--- src/rtl/cursor_mover_pkg.sv ---
// cursor_mover_pkg: shared cursor types, grid size and the wrap-around step helper
// Contents: cursor_dir_t (step direction), repeat_state_t (auto-repeat FSM), GRID_SIZE, step_idx().
package cursor_mover_pkg;

    typedef enum logic [2:0] {DIR_NONE, DIR_UP, DIR_DOWN, DIR_LEFT, DIR_RIGHT} cursor_dir_t;
    typedef enum logic [1:0] {RPT_IDLE, RPT_HOLD, RPT_REPEAT} repeat_state_t;

    localparam int GRID_SIZE = 9;

    // One wrap-around step on a single grid axis; inc=1 moves toward GRID_SIZE-1.
    function automatic logic [3:0] step_idx(input logic [3:0] v, input logic inc);
        return inc ? ((v == 4'(GRID_SIZE - 1)) ? 4'd0 : v + 4'd1)
                   : ((v == 4'd0) ? 4'(GRID_SIZE - 1) : v - 4'd1);
    endfunction

endpackage

--- src/rtl/cursor_mover_btn_debounce.sv ---
// btn_debounce: 2-FF synchroniser plus debounce counter for one raw push-button
// Ports: clk, reset (sync, active-high), raw (async button), level (debounced), press (one-cycle rise event).
module btn_debounce #(
    parameter int DEBOUNCE_CYCLES = 500_000
) (
    input  logic clk,
    input  logic reset,
    input  logic raw,
    output logic level,
    output logic press
);

    localparam int CW = $clog2(DEBOUNCE_CYCLES + 1);

    logic          r_sync1;
    logic          r_sync2;
    logic          r_level;
    logic          r_press;
    logic [CW-1:0] r_cnt;

    // Counter tracks consecutive cycles the synchronised input disagrees with the accepted level.
    always_ff @(posedge clk) begin
        if (reset) begin
            r_sync1 <= 1'b0;
            r_sync2 <= 1'b0;
            r_level <= 1'b0;
            r_press <= 1'b0;
            r_cnt   <= '0;
        end else begin
            r_sync1 <= raw;
            r_sync2 <= r_sync1;
            r_press <= 1'b0;
            if (r_sync2 == r_level) begin
                r_cnt <= '0;
            end else if (r_cnt == CW'(DEBOUNCE_CYCLES - 1)) begin
                r_cnt   <= '0;
                r_level <= r_sync2;
                r_press <= r_sync2;
            end else begin
                r_cnt <= r_cnt + CW'(1);
            end
        end
    end

    assign level = r_level;
    assign press = r_press;

endmodule

--- src/rtl/cursor_mover.sv ---
// cursor_mover: turns four raw buttons into a wrapping cursor position on the sudoku grid
// Ports: clk, reset (sync, active-high), btn_up/down/left/right (raw), move_enable,
//        cursor_row/cursor_col (registered 0..GRID_SIZE-1), cursor_moved (one-cycle step strobe).
module cursor_mover
    import cursor_mover_pkg::*;
#(
    parameter int DEBOUNCE_CYCLES = 500_000,
    parameter int REPEAT_DELAY    = 25_000_000,
    parameter int REPEAT_PERIOD   = 7_500_000
) (
    input  logic       clk,
    input  logic       reset,
    input  logic       btn_up,
    input  logic       btn_down,
    input  logic       btn_left,
    input  logic       btn_right,
    input  logic       move_enable,
    output logic [3:0] cursor_row,
    output logic [3:0] cursor_col,
    output logic       cursor_moved
);

    localparam int CW = $clog2(REPEAT_DELAY > REPEAT_PERIOD ? REPEAT_DELAY : REPEAT_PERIOD);

    logic [3:0]    w_raw;
    logic [3:0]    w_lvl;
    logic [3:0]    w_prs;
    cursor_dir_t   w_cand;
    cursor_dir_t   w_dir;
    logic          w_cand_press;
    logic          w_leave;
    logic          w_step;

    repeat_state_t r_state;
    cursor_dir_t   r_dir;
    logic [CW-1:0] r_cnt;
    logic [3:0]    r_row;
    logic [3:0]    r_col;
    logic          r_moved;

    // Bit order doubles as priority order: index 0 (up) wins.
    assign w_raw = {btn_right, btn_left, btn_down, btn_up};

    for (genvar i = 0; i < 4; i++) begin : g_btn
        btn_debounce #(.DEBOUNCE_CYCLES(DEBOUNCE_CYCLES)) u_db (
            .clk   (clk),
            .reset (reset),
            .raw   (w_raw[i]),
            .level (w_lvl[i]),
            .press (w_prs[i])
        );
    end

    // The candidate is the highest-priority held button, so any mismatch with the latched
    // direction means either it was released or a higher-priority button took over.
    always_comb begin
        w_cand       = w_lvl[0] ? DIR_UP : w_lvl[1] ? DIR_DOWN : w_lvl[2] ? DIR_LEFT :
                       w_lvl[3] ? DIR_RIGHT : DIR_NONE;
        w_cand_press = w_lvl[0] ? w_prs[0] : w_lvl[1] ? w_prs[1] : w_lvl[2] ? w_prs[2] :
                       w_lvl[3] ? w_prs[3] : 1'b0;
        w_leave      = (r_state != RPT_IDLE) && (w_cand != r_dir);
        w_step       = move_enable && !w_leave &&
                       ((r_state == RPT_IDLE)   ? w_cand_press :
                        (r_state == RPT_HOLD)   ? (r_cnt == CW'(REPEAT_DELAY - 1)) :
                        (r_state == RPT_REPEAT) ? (r_cnt == CW'(REPEAT_PERIOD - 1)) : 1'b0);
        w_dir        = (r_state == RPT_IDLE) ? w_cand : r_dir;
    end

    always_ff @(posedge clk) begin
        if (reset) begin
            r_state <= RPT_IDLE;
            r_dir   <= DIR_NONE;
            r_cnt   <= '0;
            r_row   <= 4'd0;
            r_col   <= 4'd0;
            r_moved <= 1'b0;
        end else begin
            r_moved <= w_step;
            if (w_step) begin
                if (w_dir == DIR_UP || w_dir == DIR_DOWN) begin
                    r_row <= step_idx(r_row, w_dir == DIR_DOWN);
                end else begin
                    r_col <= step_idx(r_col, w_dir == DIR_RIGHT);
                end
            end
            if (!move_enable || w_leave) begin
                r_state <= RPT_IDLE;
                r_cnt   <= '0;
            end else if (w_step) begin
                r_state <= (r_state == RPT_IDLE) ? RPT_HOLD : RPT_REPEAT;
                r_dir   <= w_dir;
                r_cnt   <= '0;
            end else if (r_state != RPT_IDLE) begin
                r_cnt <= r_cnt + CW'(1);
            end
        end
    end

    assign cursor_row   = r_row;
    assign cursor_col   = r_col;
    assign cursor_moved = r_moved;

endmodule
--- config.mk ---
export PLATFORM = sky130hd
export DESIGN_NAME = cursor_mover
export DESIGN_NICKNAME = d
export VERILOG_FILES = /design/src/rtl/cursor_mover_pkg.sv /design/src/rtl/cursor_mover_btn_debounce.sv /design/src/rtl/cursor_mover.sv
export SDC_FILE = /design/constraint.sdc
export NUM_CORES = 1
export LEC_CHECK = 0
export BUFFER_PORTS_ARGS = -buffer_cell sky130_fd_sc_hd__buf_2
export CORE_MARGIN = 4
export CORE_UTILIZATION = 60
export DETAILED_ROUTE_END_ITERATION = 7
export HOLD_SLACK_MARGIN = 0.08
export PLACE_DENSITY = 0.87
export REMOVE_ABC_BUFFERS = 1
export SLEW_MARGIN = 10
export SYNTH_ARGS = -nofsm -noshare
export SYNTH_HDL_FRONTEND = slang
export SYNTH_SLANG_ARGS = --single-unit
--- constraint.sdc ---
create_clock -name clk -period 5.6 [get_ports clk]
set_input_delay 0.28 -clock clk [delete_from_list [all_inputs] [get_ports clk]]
set_output_delay 0.28 -clock clk [all_outputs]
set_load 0.01 [all_outputs]
==> out/results.txt <==
run status - finished, final reports clean
largest net degree at the start of global routing - 30
vias in the first global route - 4785
Core Area - 9860 um^2
met2 Usage GRT - 0.395
GPL Wtd Cong - 0.870
Avg Vias per Cell - 5.68
initial antenna violation count - 0
detailed placement HPWL - 8150 um
Reg2Reg Depth - 5
Overflow after GRT - 0
synth-to-layout area growth - 13.4%
setup bufs post-CTS - 0
IO Port Bufs - 15
GR Layer Usage met1 - 0.259
Synth warnings - 0
critical path class - flip-flop to flip-flop
setup violators final - 0
EDFF count, synth - 0
Final WS setup - 2.97 ns
Hold EP - g_btn[0].u_db.level$_SDFFE_PP0P_
Fmax achieved - 0.380 GHz
Tcrit/Tclk final - 0.470
Worst R2R End - r_cnt[21]$_SDFFE_PP0N_
Leak - 2.39 nW
Ant. Diodes - 0
critical path required time - 5.97 ns
crit start category - flip-flop
pwr dens - 310 nW/um^2
CTS buffer count - 17
worst vdd ir - 269 uV
Sink Count - 131
Die Y - 109 um
worst hold start - reset
Die Area - 11900 um^2
cell taking the most area after synthesis - dfxtp_1
top post-synthesis cells by area - dfxtp_1 (43%), nor2_1 (8.3%), xor2_1 (8.3%), xnor2_1 (6.0%), nand2_1 (3.4%)
Distinct cells, synth - 66
Routed Antenna Nets - 0
async set-reset flop share out of synthesis - 0
Sw Pwr - 0.421 mW
CTS Buffer Depth - 2
max cap viols - 0
Routed Wire Length - 12300 um
flops & latches, synth - 131
final hold violation count - 0
setup TNS - 0 ns
worst min-delay path class - input port to flip-flop
Worst Setup End Kind - flip-flop
DR vias - 4901
Clk Latency, worst-skew pair - 0.53 ns
minimum clock period - 2.63 ns
H-tree levels - 4
Root Buffer Master - clkbuf_8
sequential fraction of the synthesis area - 0.428
DR iter-0 viols - 314
dpl ws - 3.10 ns
Synth top area share - 0.428
post-DR wirelength/cell - 14.3 um
Net Sw Frac - 0.195
RSZ-0062 raised after global routing - no
CTS tree - done
Cells after Synth - 700
RR Startpoint - r_cnt[11]$_SDFFE_PP0N_
clock group share of total power - 0.554
Fill cells - 659
busiest grt layer - met2
hold path cells - 2
Slew Limit Fails - 0
Tot GR Track Use - 0.226
Cell Area, Synth - 6120 um^2
Comb pwr share - 0.011
Clock Skews - 0.00749 ns
Die Wd - 109 um
row count - 36
mean post-synth cell area - 8.74 um^2
IO Pins - 16
share of layout cells above drive strength 1 - 0.0959
max_slew headroom - 0.333
Least-Margin Pin Slew - 1.00 ns
ys flop type - dfxtp_1
share of total power in sequential cells - 0.435
Initial Utilization - 0.620
R2R setup slack - 2.97 ns
DRT Pass-1 Iters - 6
Post-route DRC - 0
GRT met3 Usage - 0.0580
Crit Path Max Fanout - 25
internal power - 1.73 mW
global-route wire length before repair - 21400 um
Worst-path clk slew - 0.06 ns
Final #Nets - 733
CP Data Arrival Time - 3.00 ns
## cells in the mapped netlist (all sizes together), types with 3 or more instances
library cell,n
and2,3
or3,8
and4,8
and3,15
nor4b,8
dfxtp,131
mux2i,11
clkbuf,12
nand3,40
o2111ai,3
inv,16
xnor2,42
buf,10
ha,9
nor2b,12
o211ai,4
nand4,19
xor2,58
a211oi,3
nand2,56
nor3b,3
nor4,7
nor2,147
a21oi,13
o21ai,8
nor3,20
## through the flow
step / power, mW / instances / hold slack, ns / utilization / instance area, um^2
finish: 2.16 / 863 / 0.212 / 0.704 / 6940
global route: 2.21 / 863 / 0.233 / 0.704 / 6940
CTS: 2.17 / 863 / 0.196 / 0.704 / 6940
detailed placement: 0.979 / 826 / 0.429 / 0.633 / 6240
global placement: 0.978 / 826 / 0.421 / 0.633 / 6240
floorplan: 0.970 / 678 / 0.349 / - / 6000
## layer usage
metal  vias up  share of wire
met5         -              0
met4         0          0.021
met3        27          0.040
met2       116           0.51
met1      2324           0.43
li1       2434              -
## cell type report
class                      count  area [um^2]  share of cell area
clock buffer                  19          442              0.0636
tap                          133          166              0.0240
sequential                   131         2620               0.378
clock inverter                13          206              0.0297
inverter                      17         63.8             0.00919
timing repair buffer          20          125              0.0180
multi-input combinational    530         3320               0.478
## cells by family (layout without fill, tap and decap cells)
group | count (synthesis) | after routing | share of synthesized area
buf+inv | 39 | 69 | 0.0298
simple gates | 357 | 357 | 0.289
xor+xnor | 100 | 100 | 0.143
fa+ha+maj | 9 | 9 | 0.0184
compound gates | 51 | 51 | 0.0658
flops | 131 | 131 | 0.428
mux | 13 | 13 | 0.0256
## timing repair
action                                  4_1_cts  5_1_grt
hold endpoints to repair                      8        0
endpoints found under the setup margin        0        0
hold buffers                                  5        0
resized for setup                             0        0
## cells in the final DEF (no fill, tap or decap), types with 3 or more instances in the layout
cell	count
nor2_1	136
clkbuf_16	16
nand3_1	40
inv_1	16
dlygate4sd3_1	5
or3_1	8
o21ai_0	6
nor3_1	20
mux2i_1	10
o2111ai_1	3
and2_1	3
clkbuf_8	3
nor2b_1	12
xnor2_1	42
and3_1	15
nor3b_1	3
nand2_1	56
o211ai_1	3
ha_1	9
nand4_1	19
clkinv_4	3
clkinv_2	3
and4_1	8
dfxtp_1	131
nor2_2	11
nor4_1	7
nor4b_1	6
bufinv_16	5
xor2_1	58
buf_2	15
a21oi_1	12
## worst max-delay path by stage
| stage | startpoint | end | slack, ns | depth (start not counted) |
|---|---|---|---|---|
| 6_report | r_cnt[11]$_SDFFE_PP0N_ | r_cnt[21]$_SDFFE_PP0N_ | 2.97 | 5 |
| 5_1_grt | r_cnt[11]$_SDFFE_PP0N_ | r_cnt[21]$_SDFFE_PP0N_ | 2.74 | 5 |
| 4_1_cts | r_cnt[11]$_SDFFE_PP0N_ | r_cnt[21]$_SDFFE_PP0N_ | 2.97 | 5 |
| 3_5_place_dp | g_btn[0].u_db.level$_SDFFE_PP0P_ | r_cnt[1]$_SDFFE_PP0N_ | 3.10 | 6 |
| 3_3_place_gp | g_btn[0].u_db.level$_SDFFE_PP0P_ | r_cnt[1]$_SDFFE_PP0N_ | 3.19 | 6 |
| 2_1_floorplan | g_btn[0].u_db.level$_SDFFE_PP0P_ | r_cnt[1]$_SDFFE_PP0N_ | 3.39 | 6 |
## flip-flops by register name, summed over array words and instances (netlist names)
| signal | count |
|---|---|
| g_btn.u_db.level | 4 |
| r_cnt | 25 |
| r_state | 2 |
| g_btn.u_db.r_cnt | 76 |
| cursor_moved | 1 |
| g_btn.u_db.press | 4 |
| cursor_col | 4 |
| g_btn.u_db.r_sync2 | 4 |
| g_btn.u_db.r_sync1 | 4 |
| cursor_row | 4 |
| r_dir | 3 |
## critical path, cell delays in order, from the launching register on
cell and delay, ns:
dfxtp_1 0.39, nor4b_1 0.47, nand4_1 0.20, a211oi_2 0.43
or3_1 0.84, nor2_1 0.14
## power groups by stage
stage               combinational (mW)  clock, mW  sequential (mW)
detailed placement              0.0209          0            0.958
CTS                             0.0240       1.21            0.938
global placement                0.0201          0            0.958
floorplan                       0.0119          0            0.958
global route                    0.0266       1.25            0.938
finish                          0.0239       1.19            0.938
No activity file was read; power rests on OpenSTA's default activity.
